File: src/rtl/cvp_pkg.sv
// ---------------------------------------------------------------------------
// cvp_pkg
// Shared definitions for the CVP vector core: default vector geometry (used by
// the vector register file, ALU and memory engine), the memory-engine state
// type and the load/store op encoding.
// ---------------------------------------------------------------------------
package cvp_pkg;

  // Default vector geometry shared across the vector datapath.
  localparam int CVP_LANES = 16;
  localparam int CVP_EW    = 16;

  // Memory engine states.
  typedef enum logic [1:0] {
    IDLE = 2'd0,
    XFER = 2'd1,
    DONE = 2'd2
  } vmem_state_t;

  // Memory engine op encoding.
  localparam logic VMEM_LD = 1'b0;
  localparam logic VMEM_ST = 1'b1;

endpackage

File: src/rtl/cvp_vmem_addr_gen.sv
// ---------------------------------------------------------------------------
// cvp_vmem_addr_gen
// Element index counter and address accumulator for the vector memory engine.
// The address is a running sum (addr += stride) so no multiplier is needed;
// arithmetic wraps silently modulo 2^AW.
//
// Build option: CVP_VMEM_STRIDE_EN
//   defined   - the stride input sets the element-to-element increment
//   undefined - the increment is fixed at 1; the stride input is ignored
//
// Ports:
//   Clk1, Reset   clock / synchronous active-high reset
//   load          start accepted: latch base, stride and clamped count
//   advance       current element accepted by memory: step idx and address
//   base_addr     address of element 0
//   stride        address increment between elements
//   count         requested element count (clamped to LANES)
//   lane_idx      current element index, lane-select width
//   addr          current element address
//   last          current element is the final one
//   count_zero    requested count on the input is zero
// ---------------------------------------------------------------------------
module cvp_vmem_addr_gen #(
  parameter int LANES = 16,
  parameter int AW    = 16,
  parameter int CW    = $clog2(LANES + 1),
  parameter int IW    = (LANES > 1) ? $clog2(LANES) : 1
) (
  input  logic          Clk1,
  input  logic          Reset,
  input  logic          load,
  input  logic          advance,
  input  logic [AW-1:0] base_addr,
  input  logic [AW-1:0] stride,
  input  logic [CW-1:0] count,
  output logic [IW-1:0] lane_idx,
  output logic [AW-1:0] addr,
  output logic          last,
  output logic          count_zero
);

  logic [CW-1:0] idx_reg;
  logic [CW-1:0] cnt_reg;
  logic [AW-1:0] addr_reg;
  logic [AW-1:0] stride_reg;
  logic [CW-1:0] count_clamped;
  logic [AW-1:0] eff_stride;

  assign count_clamped = (count > CW'(LANES)) ? CW'(LANES) : count;

`ifdef CVP_VMEM_STRIDE_EN
  assign eff_stride = stride;
`else
  // Legacy unit-stride build: the port stays for interface compatibility.
  logic stride_unused;
  assign stride_unused = ^stride;
  assign eff_stride    = AW'(1);
`endif

  always_ff @(posedge Clk1) begin
    if (Reset) begin
      idx_reg    <= '0;
      cnt_reg    <= '0;
      addr_reg   <= '0;
      stride_reg <= '0;
    end else if (load) begin
      idx_reg    <= '0;
      cnt_reg    <= count_clamped;
      addr_reg   <= base_addr;
      stride_reg <= eff_stride;
    end else if (advance) begin
      idx_reg    <= idx_reg + CW'(1);
      addr_reg   <= addr_reg + stride_reg;
    end
  end

  // Only meaningful while a transfer is in flight (cnt_reg >= 1 there).
  assign last       = (idx_reg == cnt_reg - CW'(1));
  assign count_zero = (count == '0);
  assign lane_idx   = idx_reg[IW-1:0];
  assign addr       = addr_reg;

endmodule

File: src/rtl/cvp_vmem_engine.sv
// ---------------------------------------------------------------------------
// cvp_vmem_engine
// Multi-cycle vector load/store engine. Moves up to LANES elements of EW bits
// between a single-port word memory (ready/ack handshake, wait states allowed)
// and the vector register datapath. One element per acknowledged cycle.
//
// Build option: CVP_VMEM_STRIDE_EN (see cvp_vmem_addr_gen) enables the
// programmable stride; without it the engine is unit-stride.
//
// Ports:
//   Clk1, Reset   clock / synchronous active-high reset
//   start         request pulse, sampled only in IDLE
//   op            VMEM_LD (0) or VMEM_ST (1)
//   base_addr     address of element 0
//   stride        address increment between elements
//   count         element count (clamped to LANES)
//   st_data       store source, lane i at [i*EW +: EW], latched at start
//   busy          high whenever not IDLE
//   done          one-cycle completion pulse
//   ld_data       registered load result, unread lanes are 0
//   mem_addr      memory address
//   mem_rd        read request
//   mem_wr        write request
//   mem_wdata     write data
//   mem_rdata     read data, valid while mem_ack is high
//   mem_ack       memory accepts the current request
// ---------------------------------------------------------------------------
module cvp_vmem_engine
  import cvp_pkg::*;
#(
  parameter int LANES = CVP_LANES,
  parameter int EW    = CVP_EW,
  parameter int AW    = 16,
  parameter int CW    = $clog2(LANES + 1)
) (
  input  logic                Clk1,
  input  logic                Reset,
  input  logic                start,
  input  logic                op,
  input  logic [AW-1:0]       base_addr,
  input  logic [AW-1:0]       stride,
  input  logic [CW-1:0]       count,
  input  logic [LANES*EW-1:0] st_data,
  output logic                busy,
  output logic                done,
  output logic [LANES*EW-1:0] ld_data,
  output logic [AW-1:0]       mem_addr,
  output logic                mem_rd,
  output logic                mem_wr,
  output logic [EW-1:0]       mem_wdata,
  input  logic [EW-1:0]       mem_rdata,
  input  logic                mem_ack
);

  localparam int IW = (LANES > 1) ? $clog2(LANES) : 1;

  vmem_state_t   state_reg;
  vmem_state_t   state_next;
  logic          op_reg;
  logic          start_accept;
  logic          ack_fire;
  logic [IW-1:0] lane_idx;
  logic          last;
  logic          count_zero;

  logic [EW-1:0] st_lane_reg [LANES];
  logic [EW-1:0] ld_lane_reg [LANES];

  assign start_accept = (state_reg == IDLE) && start;
  // mem_ack is only meaningful while a request is being driven.
  assign ack_fire     = (state_reg == XFER) && mem_ack;

  cvp_vmem_addr_gen #(
    .LANES(LANES),
    .AW   (AW),
    .CW   (CW),
    .IW   (IW)
  ) u_addr_gen (
    .Clk1      (Clk1),
    .Reset     (Reset),
    .load      (start_accept),
    .advance   (ack_fire),
    .base_addr (base_addr),
    .stride    (stride),
    .count     (count),
    .lane_idx  (lane_idx),
    .addr      (mem_addr),
    .last      (last),
    .count_zero(count_zero)
  );

  always_comb begin
    state_next = state_reg;
    case (state_reg)
      IDLE:    if (start) state_next = count_zero ? DONE : XFER;
      XFER:    if (mem_ack && last) state_next = DONE;
      DONE:    state_next = IDLE;
      default: state_next = IDLE;
    endcase
  end

  always_ff @(posedge Clk1) begin
    if (Reset) begin
      state_reg <= IDLE;
      op_reg    <= VMEM_LD;
    end else begin
      state_reg <= state_next;
      if (start_accept) op_reg <= op;
    end
  end

  // Per-lane store latch and load result registers.
  generate
    for (genvar gi = 0; gi < LANES; gi++) begin : g_lane
      always_ff @(posedge Clk1) begin
        if (Reset) begin
          st_lane_reg[gi] <= '0;
        end else if (start_accept) begin
          st_lane_reg[gi] <= st_data[gi*EW +: EW];
        end
      end

      // Cleared when a load is accepted so lanes beyond count read as 0;
      // stores leave the previous load result untouched.
      always_ff @(posedge Clk1) begin
        if (Reset) begin
          ld_lane_reg[gi] <= '0;
        end else if (start_accept && (op == VMEM_LD)) begin
          ld_lane_reg[gi] <= '0;
        end else if (ack_fire && (op_reg == VMEM_LD) && (lane_idx == IW'(gi))) begin
          ld_lane_reg[gi] <= mem_rdata;
        end
      end

      assign ld_data[gi*EW +: EW] = ld_lane_reg[gi];
    end
  endgenerate

  assign busy      = (state_reg != IDLE);
  assign done      = (state_reg == DONE);
  assign mem_rd    = (state_reg == XFER) && (op_reg == VMEM_LD);
  assign mem_wr    = (state_reg == XFER) && (op_reg == VMEM_ST);
  assign mem_wdata = st_lane_reg[lane_idx];

endmodule

File: config.mk
export PLATFORM = sky130hd
export DESIGN_NAME = cvp_vmem_engine
export DESIGN_NICKNAME = d
export VERILOG_FILES = /design/src/rtl/cvp_pkg.sv /design/src/rtl/cvp_vmem_addr_gen.sv /design/src/rtl/cvp_vmem_engine.sv
export SDC_FILE = /design/constraint.sdc
export NUM_CORES = 1
export LEC_CHECK = 0
export ABC_AREA = 1
export BUFFER_PORTS_ARGS = -buffer_cell sky130_fd_sc_hd__buf_2
export CORE_AREA = 5 5 247 249
export DETAILED_ROUTE_END_ITERATION = 10
export DIE_AREA = 0 0 252 254
export PLACE_DENSITY = 0.64
export SYNTH_ARGS = -nofsm -noshare
export SYNTH_HDL_FRONTEND = slang
export SYNTH_SLANG_ARGS = --single-unit
File: constraint.sdc
create_clock -name Clk1 -period 7.1 [get_ports Clk1]
set_clock_uncertainty 0.1 [all_clocks]
set_input_delay 0.355 -clock Clk1 [delete_from_list [all_inputs] [get_ports Clk1]]
set_output_delay 0.355 -clock Clk1 [all_outputs]
set_load 0.01 [all_outputs]
==> impl_metrics.env, run 1 <==
export IMPL_cap_violations=0
export IMPL_crit_chain="buf_4 -> clkinv_1 -> o211ai_1 -> nand3_1 -> nand2_1 -> buf_2"
export IMPL_seq_area_frac_synth_pct=69.3
export IMPL_ir_drop_mv=0.205
export IMPL_die_area_mm2=0.0640
export IMPL_final_hold_violation_count=0
export IMPL_postSynth_asyncResetShare_pct=0
export IMPL_cpLargestDelayFamily="buffers and inverters"
export IMPL_ys_flop_type="edfxtp_1"
export IMPL_arrival_ns=3.75
export IMPL_synth_nets=2499
export IMPL_worst_path_max_delay_cell="clkinv_1"
export IMPL_die_w_um=252
export IMPL_area_delta_synth_final_pct=34.0
export IMPL_power_density_mw_per_mm2=245
export IMPL_power_leakage_nw=14.3
export IMPL_antenna_found_initial=2
export IMPL_pre_cts_ws_ns=3.56
export IMPL_io_pins=606
export IMPL_numCtsBuffers=54
export IMPL_cts_max_level=2
export IMPL_cts_root_buf="clkbuf_16"
export IMPL_dp_hpwl_um=52000
export IMPL_wl_per_cell_um=21.3
export IMPL_core_mm2=0.0585
export IMPL_ys_warn_count=0
export IMPL_drive_gt1_share_pct=23.4
export IMPL_start_kind="flip-flop"
export IMPL_synth_seq_cells=546
export IMPL_rows=89
export IMPL_power_w=0.00760
export IMPL_cts_sinks=546
export IMPL_cp_max_fo=39
export IMPL_port_buffers=589
export IMPL_p_comb_share_pct=12.7
export IMPL_antenna_left=0
export IMPL_crit_buf_inv=3
export IMPL_grt_pass1_vias=19100
export IMPL_layout_setup_ws_ns=2.89
export IMPL_clk_path_buf_depth=3
export IMPL_synth_edf_count=512
export IMPL_hold_path_class="in2reg"
export IMPL_place_congestion=0.897
export IMPL_avgViaCountPerCell=5.10
export IMPL_regArea_mm2=0.0161
export IMPL_drc=0
export IMPL_dr_first_iter_drc_count=1984
export IMPL_power_frac_seq_pct=51.6
export IMPL_initial_utilization_pct=39.6
export IMPL_multi_input_area_mm2=0.00536
export IMPL_worstHoldStart="st_data[219]"
export IMPL_cts_clk_slew_worst_paths_ns=0.06
export IMPL_die_y_um=254
export IMPL_fillers=4895
export IMPL_dp_cells=3426
export IMPL_grt_ovfl_total=0
export IMPL_status="finished, final reports clean"
export IMPL_power_share_switching_pct=26.0
export IMPL_crit_required_ns=6.64
export IMPL_tns_ns=0
export IMPL_syn_inst=2178
export IMPL_path_class="reg2out"
export IMPL_grt_pass1_wl_um=119000
export IMPL_vias=19400
export IMPL_power_net_switching_w=0.00198
export IMPL_report_final_slew_viol_count=0
export IMPL_post_cts_buffers=0
export IMPL_cpPeakStageDelay_ns=1.10
export IMPL_grt_usage_pct=24.2
export IMPL_fin_crit_ns=4.21
export IMPL_tightest_slew_ns=1.21
export IMPL_syn_avg_cell_area_um2=10.6
export IMPL_crit_path_end_kind="output port"
export IMPL_clock_latency_ns=0.63
export IMPL_routed_wirelength_um=80900
export IMPL_fin_nets=3304
export IMPL_relSlewSlack_pct=19.0
export IMPL_post_synth_instance_area_mm2=0.0232
export IMPL_r2r_start="state_reg[0]"
export IMPL_fin_crit_sh_pct=59.3
export IMPL_fin_cells=3807
export IMPL_firstDrtPassIters=6
export IMPL_fmax_mhz=238
export IMPL_rsz0062_at_grt="false"
export IMPL_fin_hold_ws_ns=0.0171
export IMPL_clkPwrFrac_pct=35.7
export IMPL_cts_tree="done"
export IMPL_synth_distinct_cells=37
export IMPL_internal_power_w=0.00562
export IMPL_grt_max_degree=191
export IMPL_setup_viol=0
worst reg2reg max path, stage by stage (launching register included):
cell	delay, ns
dfxtp_1	0.34
inv_2	0.13
nand3_4	0.31
inv_1	0.55
nor2_1	0.29
inv_8	0.55
buf_12	0.89
power groups by stage:
stage	registers, W	clock network (W)	logic [W]
floorplan	0.00403	0	0.000384
global placement	0.00398	0	0.000814
detailed placement	0.00398	0	0.000823
CTS	0.00392	0.00275	0.000945
global route	0.00394	0.00289	0.00104
finish	0.00392	0.00272	0.000962
path summary, 6_finish.rpt:
check	to	slack (ns)	depth (start not counted)
max reg2reg	st_lane_reg[13][9]	3.43	6
min	st_lane_reg[13][11]	0.02	3
max	mem_wdata[5]	2.89	6
min reg2reg	u_addr_gen.stride_reg[0]	0.38	2
cell usage after synthesis (all sizes together) (17+ instances only):
| cell | number | area (um^2) |
|---|---|---|
| inv | 318 | 1190 |
| nor2 | 752 | 2870 |
| o211ai | 71 | 533 |
| nand3 | 58 | 330 |
| dfxtp | 34 | 681 |
| edfxtp | 512 | 15400 |
| nand2 | 104 | 443 |
| buf | 54 | 300 |
| a21oi | 17 | 85.1 |
| clkbuf | 67 | 253 |
| o21ai | 156 | 792 |
what timing repair did:
| action | CTS | global route |
|---|---|---|
| resized for setup | 0 | 0 |
| hold endpoints to repair | 273 | 0 |
| hold buffers | 274 | 0 |
cells in the final DEF, fill, tap and decap left out, drive strengths merged:
cell type	instances
dfxtp	34
a21oi	17
nand4	7
edfxtp	512
o211ai	71
dlygate4sd3	274
nor2	752
buf	596
nor3	5
xor2	2
xnor2	4
nand3	58
or2	1
inv	321
o21ai	156
a31oi	3
ha	7
o21bai	1
clkinv	26
a211oi	2
o2111ai	1
bufinv	1
diode	6
o31ai	1
nand2	104
clkinvlp	3
clkbuf	69
routing by layer:
| metal | up-vias | global-route usage (%) | part of all wire (%) |
|---|---|---|---|
| met5 | - | 0 | 0 |
| li1 | 8732 | - | - |
| met1 | 9196 | 29.9 | 36 |
| met3 | 228 | 4.78 | 9.6 |
| met4 | 0 | 9.55 | 4.3 |
| met2 | 1261 | 42.1 | 50 |
cell families after synthesis:
group / Yosys count / synth area share (%)
buf+inv: 440 / 7.56
flops: 546 / 69.3
compound gates: 252 / 6.34
fa+ha+maj: 7 / 0.378
simple gates: 927 / 16.2
xor+xnor: 6 / 0.227
layout make-up:
type	count	area share (%)
timing repair buffer	870	18.5
antenna	6	0.0484
tap	773	3.12
sequential	546	51.8
clock buffer	69	4.54
clock inverter	32	0.810
multi-input combinational	1192	17.3
inverter	319	3.91
stage by stage:
stage / util [%] / instance area, um^2
after global placement: 45.5 / 26600
final: 53.1 / 31000
after detailed placement: 45.5 / 26600
after CTS: 53.1 / 31000
after global routing: 53.1 / 31000
after floorplan: - / 23200
Power figures use the tool's default switching activity.
==> run 2, diff against run 1 <==
--- a/config.mk
+++ b/config.mk
@@ -10,7 +10,7 @@
 export CORE_AREA = 5 5 247 249
 export DETAILED_ROUTE_END_ITERATION = 10
 export DIE_AREA = 0 0 252 254
-export PLACE_DENSITY = 0.64
+export PLACE_DENSITY = 0.66
 export SYNTH_ARGS = -nofsm -noshare
 export SYNTH_HDL_FRONTEND = slang
 export SYNTH_SLANG_ARGS = --single-unit
==> constraint.sdc (replaced) <==
create_clock -name Clk1 -period 3.5 [get_ports Clk1]
set_clock_uncertainty 0.1 [all_clocks]
set_input_delay 0.175 -clock Clk1 [delete_from_list [all_inputs] [get_ports Clk1]]
set_output_delay 0.175 -clock Clk1 [all_outputs]
set_load 0.01 [all_outputs]
==> impl_metrics.env, run 2 (synthesis results as in run 1) <==
export IMPL_status="finished, final reports clean"
export IMPL_cp_max_fo=33
export IMPL_die_area_mm2=0.0640
export IMPL_worstHoldStart="mem_rdata[9]"
export IMPL_drive_gt1_share_pct=24.4
export IMPL_cts_clk_slew_worst_paths_ns=0.06
export IMPL_numCtsBuffers=56
export IMPL_wl_per_cell_um=21.0
export IMPL_r2r_start="state_reg[0]"
export IMPL_fmax_mhz=331
export IMPL_cpLargestDelayFamily="flip-flops"
export IMPL_crit_chain="clkinv_1 -> buf_4 -> o211ai_1 -> nand3_1 -> nand2_1 -> buf_2"
export IMPL_cap_violations=0
export IMPL_rr_endpoint="ld_lane_reg[0][109]"
export IMPL_power_share_switching_pct=25.0
export IMPL_die_y_um=254
export IMPL_p_comb_share_pct=12.6
export IMPL_arrival_ns=2.74
export IMPL_crit_buf_inv=3
export IMPL_fin_nets=3345
export IMPL_final_cell_area_mm2=0.0317
export IMPL_cts_repair_resized=0
export IMPL_cts_sinks=546
export IMPL_dp_cells=3447
export IMPL_dp_hpwl_um=53000
export IMPL_fin_hold_ws_ns=0.208
export IMPL_power_frac_seq_pct=49.4
export IMPL_dr_first_iter_drc_count=1712
export IMPL_clock_latency_ns=0.61
export IMPL_io_pins=606
export IMPL_port_buffers=589
export IMPL_r2r_cells=8
export IMPL_cts_root_buf="clkbuf_16"
export IMPL_tightest_slew_ns=0.949
export IMPL_cts_tree="done"
export IMPL_clk_path_buf_depth=3
export IMPL_post_cts_buffers=0
export IMPL_power_density_mw_per_mm2=508
export IMPL_antenna_left=0
export IMPL_die_w_um=252
export IMPL_cpPeakStageDelay_ns=0.89
export IMPL_avgViaCountPerCell=5.05
export IMPL_worst_path_max_delay_cell="dfxtp_2"
export IMPL_relSlewSlack_pct=36.6
export IMPL_fin_crit_ns=3.02
export IMPL_final_cell_mix="nor2_1, buf_2, edfxtp_1"
export IMPL_initial_utilization_pct=39.6
export IMPL_final_common_cell="nor2_1"
export IMPL_r2r_setup_slack_ns=0.79
export IMPL_hold_path_class="in2reg"
export IMPL_grt_ovfl_total=0
export IMPL_tns_ns=0
export IMPL_fin_cells=3852
export IMPL_clkPwrFrac_pct=38.1
export IMPL_holdPathEnd="ld_lane_reg[0][89]"
export IMPL_grt_pass1_wl_um=118000
export IMPL_final_hold_violation_count=0
export IMPL_path_class="reg2out"
export IMPL_core_mm2=0.0585
export IMPL_routed_wirelength_um=81000
export IMPL_ir_drop_mv=0.429
export IMPL_grt_pass1_vias=19500
export IMPL_grt_usage_pct=24.2
export IMPL_power_leakage_nw=14.6
export IMPL_report_final_slew_viol_count=0
export IMPL_setup_viol=0
export IMPL_fin_crit_sh_pct=86.2
export IMPL_vias=19500
export IMPL_whs_path_depth=3
export IMPL_cts_hold_buffers=292
export IMPL_rows=89
export IMPL_area_delta_synth_final_pct=37.0
export IMPL_antenna_found_initial=2
export IMPL_crit_path_end_kind="output port"
export IMPL_start_kind="flip-flop"
export IMPL_place_congestion=0.907
export IMPL_crit_required_ns=3.22
export IMPL_cts_max_level=2
export IMPL_power_net_switching_w=0.00402
export IMPL_internal_power_w=0.0121
export IMPL_placed_area_mm2=0.0269
export IMPL_grt_max_degree=129
export IMPL_firstDrtPassIters=5
export IMPL_drc=0
export IMPL_rsz0062_at_grt="false"
[run 2: cell count changes in the layout (fill, tap and decap cells not counted), moves of 5 or more]
cell,delta
buf_4,+12
dlygate4sd3_1,+18
bufinv_16,+5
buf_12,+9
clkinv_1,-8
[run 2: power by group through the flow]
stage | logic (W) | registers, W | clock network [W]
2_1_floorplan | 0.000783 | 0.00815 | 0
3_3_place_gp | 0.00171 | 0.00806 | 0
3_5_place_dp | 0.00173 | 0.00808 | 0
4_1_cts | 0.00199 | 0.00794 | 0.00620
5_1_grt | 0.00218 | 0.00799 | 0.00648
6_report | 0.00202 | 0.00795 | 0.00614
[run 2: routing by layer]
layer / global-route usage [%] / share of wire, %
met1: 29.1 / 36
met2: 42.6 / 51
met3: 4.61 / 9.1
met4: 10.6 / 4.8
met5: 0 / 0
[run 2: per-stage QoR]
stage	worst slack (ns)	util, %	total power, W
floorplan	-1.64	-	0.00894
global placement	0.886	46.0	0.00977
detailed placement	0.800	46.0	0.00981
CTS	0.404	54.3	0.0161
global route	0.336	54.3	0.0167
finish	0.482	54.3	0.0161
[run 2: worst max-delay path by stage]
stage	start	slack, ns	endpoint	depth (start not counted)
6_report	flip-flop	0.48	mem_wdata[6]	6
5_1_grt	flip-flop	0.34	mem_wdata[0]	7
4_1_cts	flip-flop	0.40	mem_wdata[10]	5
3_5_place_dp	state_reg[0]	0.80	ld_lane_reg[0][103]	8
3_3_place_gp	state_reg[0]	0.89	ld_lane_reg[0][39]	8
2_1_floorplan	state_reg[0]	-1.64	st_lane_reg[0][0]	5
[run 2: tightest hold or removal path: stages]
cell,delay [ns]
buf_2,0.08
inv_1,0.35
nor2_1,0.20
[run 2: layout make-up]
type	count	area, um^2
Multi-Input combinational cell	1192	5370
Antenna cell	9	22.5
Sequential cell	546	16100
Timing Repair Buffer	909	6210
Clock buffer	74	1560
Clock inverter	30	344
Fill cell	4842	26700
Tap cell	773	967
Inverter	319	1210
==> run 3, diff against run 2 <==
--- a/config.mk
+++ b/config.mk
@@ -7,10 +7,10 @@
 export LEC_CHECK = 0
 export ABC_AREA = 1
 export BUFFER_PORTS_ARGS = -buffer_cell sky130_fd_sc_hd__buf_2
-export CORE_AREA = 5 5 247 249
+export CORE_AREA = 5 5 233 235
 export DETAILED_ROUTE_END_ITERATION = 10
-export DIE_AREA = 0 0 252 254
-export PLACE_DENSITY = 0.66
+export DIE_AREA = 0 0 238 240
+export PLACE_DENSITY = 0.73
 export SYNTH_ARGS = -nofsm -noshare
 export SYNTH_HDL_FRONTEND = slang
 export SYNTH_SLANG_ARGS = --single-unit
==> impl_metrics.env, run 3 (synthesis results as in run 1) <==
export IMPL_fin_crit_ns=3.21
export IMPL_die_y_um=240
export IMPL_rr_endpoint="ld_lane_reg[0][105]"
export IMPL_die_area_mm2=0.0571
export IMPL_antenna_found_initial=5
export IMPL_place_congestion=0.916
export IMPL_final_hold_violation_count=0
export IMPL_clk_path_buf_depth=3
export IMPL_grt_pass1_wl_um=117000
export IMPL_power_density_mw_per_mm2=515
export IMPL_routed_wirelength_um=79800
export IMPL_final_common_cell="nor2_1"
export IMPL_wl_per_cell_um=21.2
export IMPL_dp_hpwl_um=49800
export IMPL_drc=0
export IMPL_path_class="reg2out"
export IMPL_r2r_setup_slack_ns=0.78
export IMPL_ir_drop_mv=0.480
export IMPL_crit_required_ns=3.22
export IMPL_start_kind="flip-flop"
export IMPL_pre_cts_ws_ns=0.769
export IMPL_area_delta_synth_final_pct=36.2
export IMPL_fin_nets=3337
export IMPL_cts_clk_slew_worst_paths_ns=0.06
export IMPL_grt_pass1_vias=19600
export IMPL_grt_max_degree=129
export IMPL_relSlewSlack_pct=31.6
export IMPL_setup_viol=0
export IMPL_fmax_mhz=311
export IMPL_cp_max_fo=21
export IMPL_report_final_slew_viol_count=0
export IMPL_tightest_slew_ns=1.02
export IMPL_core_mm2=0.0520
export IMPL_port_buffers=589
export IMPL_initial_utilization_pct=44.5
export IMPL_avgViaCountPerCell=5.34
export IMPL_grt_ovfl_total=0
export IMPL_tns_ns=0
export IMPL_cts_tree="done"
export IMPL_whs_path_depth=3
export IMPL_vias=20100
export IMPL_worstHoldStart="mem_rdata[0]"
export IMPL_rsz0062_at_grt="false"
export IMPL_antenna_left=0
export IMPL_cap_violations=0
export IMPL_numCtsBuffers=54
export IMPL_io_pins=606
export IMPL_placed_area_mm2=0.0267
export IMPL_rows=84
export IMPL_firstDrtPassIters=6
export IMPL_final_cell_mix="nor2_1, buf_2, edfxtp_1"
export IMPL_arrival_ns=2.94
export IMPL_cts_max_level=2
export IMPL_r2r_cells=8
export IMPL_die_w_um=238
export IMPL_status="finished, final reports clean"
export IMPL_power_leakage_nw=14.5
export IMPL_drive_gt1_share_pct=24.3
export IMPL_cts_sinks=546
export IMPL_hold_path_class="in2reg"
export IMPL_r2r_start="state_reg[0]"
export IMPL_clock_latency_ns=0.60
export IMPL_crit_path_end_kind="output port"
export IMPL_holdPathEnd="ld_lane_reg[0][80]"
export IMPL_fin_crit_sh_pct=91.8
export IMPL_dr_first_iter_drc_count=2351
export IMPL_final_cell_area_mm2=0.0316
export IMPL_layout_setup_ws_ns=0.286
export IMPL_grt_usage_pct=26.7
export IMPL_cts_root_buf="clkbuf_16"
-- run 3: area by class of cell --
type                    count  area (um^2)
diodes                      8         20.0
fillers                  3771        20500
clock buffers              57         1360
multi-input cells        1192         5370
inverters                 319         1210
clock inverters            44          563
well taps                 688          861
repair buffers            903         6100
flip-flops and latches    546        16100
-- run 3: worst max-delay path by stage --
stage,startpoint,endpoint,slack [ns],depth (start not counted)
final,flip-flop,mem_wdata[5],0.29,5
after global routing,flip-flop,mem_wdata[4],0.23,9
after CTS,flip-flop,mem_wdata[14],0.40,7
after detailed placement,state_reg[0],ld_lane_reg[0][105],0.77,8
after global placement,state_reg[0],ld_lane_reg[0][105],0.86,8
after floorplan,state_reg[0],st_lane_reg[0][0],-1.64,5
-- run 3: where the power goes --
part	total [W]	internal, W	switching [W]	leakage, nW
clock network	0.00627	0.00367	0.00260	0.916
logic	0.00201	0.000741	0.00127	7.88
registers	0.00796	0.00775	0.000217	5.75
total	0.0162	0.0122	0.00409	14.5
-- run 3: what timing repair did --
action | CTS | global route
gates resized for setup | 0 | 0
buffers inserted | 0 | 0
endpoints found under the hold margin | 286 | 0
hold buffers | 289 | 0
-- run 3: critical path: stages, from the launching register on --
cell	delay (ns)
dfxtp_2	0.33
clkinv_1	0.77
o211ai_1	0.67
nand3_1	0.24
nand2_1	0.16
buf_2	0.15
-- run 3: stage by stage --
stage | utilization (%) | hold WS (ns) | std cells | total power (W)
floorplan | - | 0.217 | 2178 | 0.00894
global placement | 51.4 | 0.344 | 3359 | 0.00972
detailed placement | 51.4 | 0.353 | 3359 | 0.00976
CTS | 60.6 | 0.152 | 3749 | 0.0162
global route | 60.6 | 0.162 | 3754 | 0.0168
finish | 60.7 | 0.202 | 3757 | 0.0162
-- run 3: per-layer routing --
metal | global-route usage, % | wire length, um | vias up
li1 | - | - | 8782
met1 | 31.5 | 26200 | 9283
met2 | 45.8 | 38700 | 1650
met3 | 5.75 | 9350 | 345
met4 | 14.6 | 5600 | 0
met5 | 0 | 0 | -
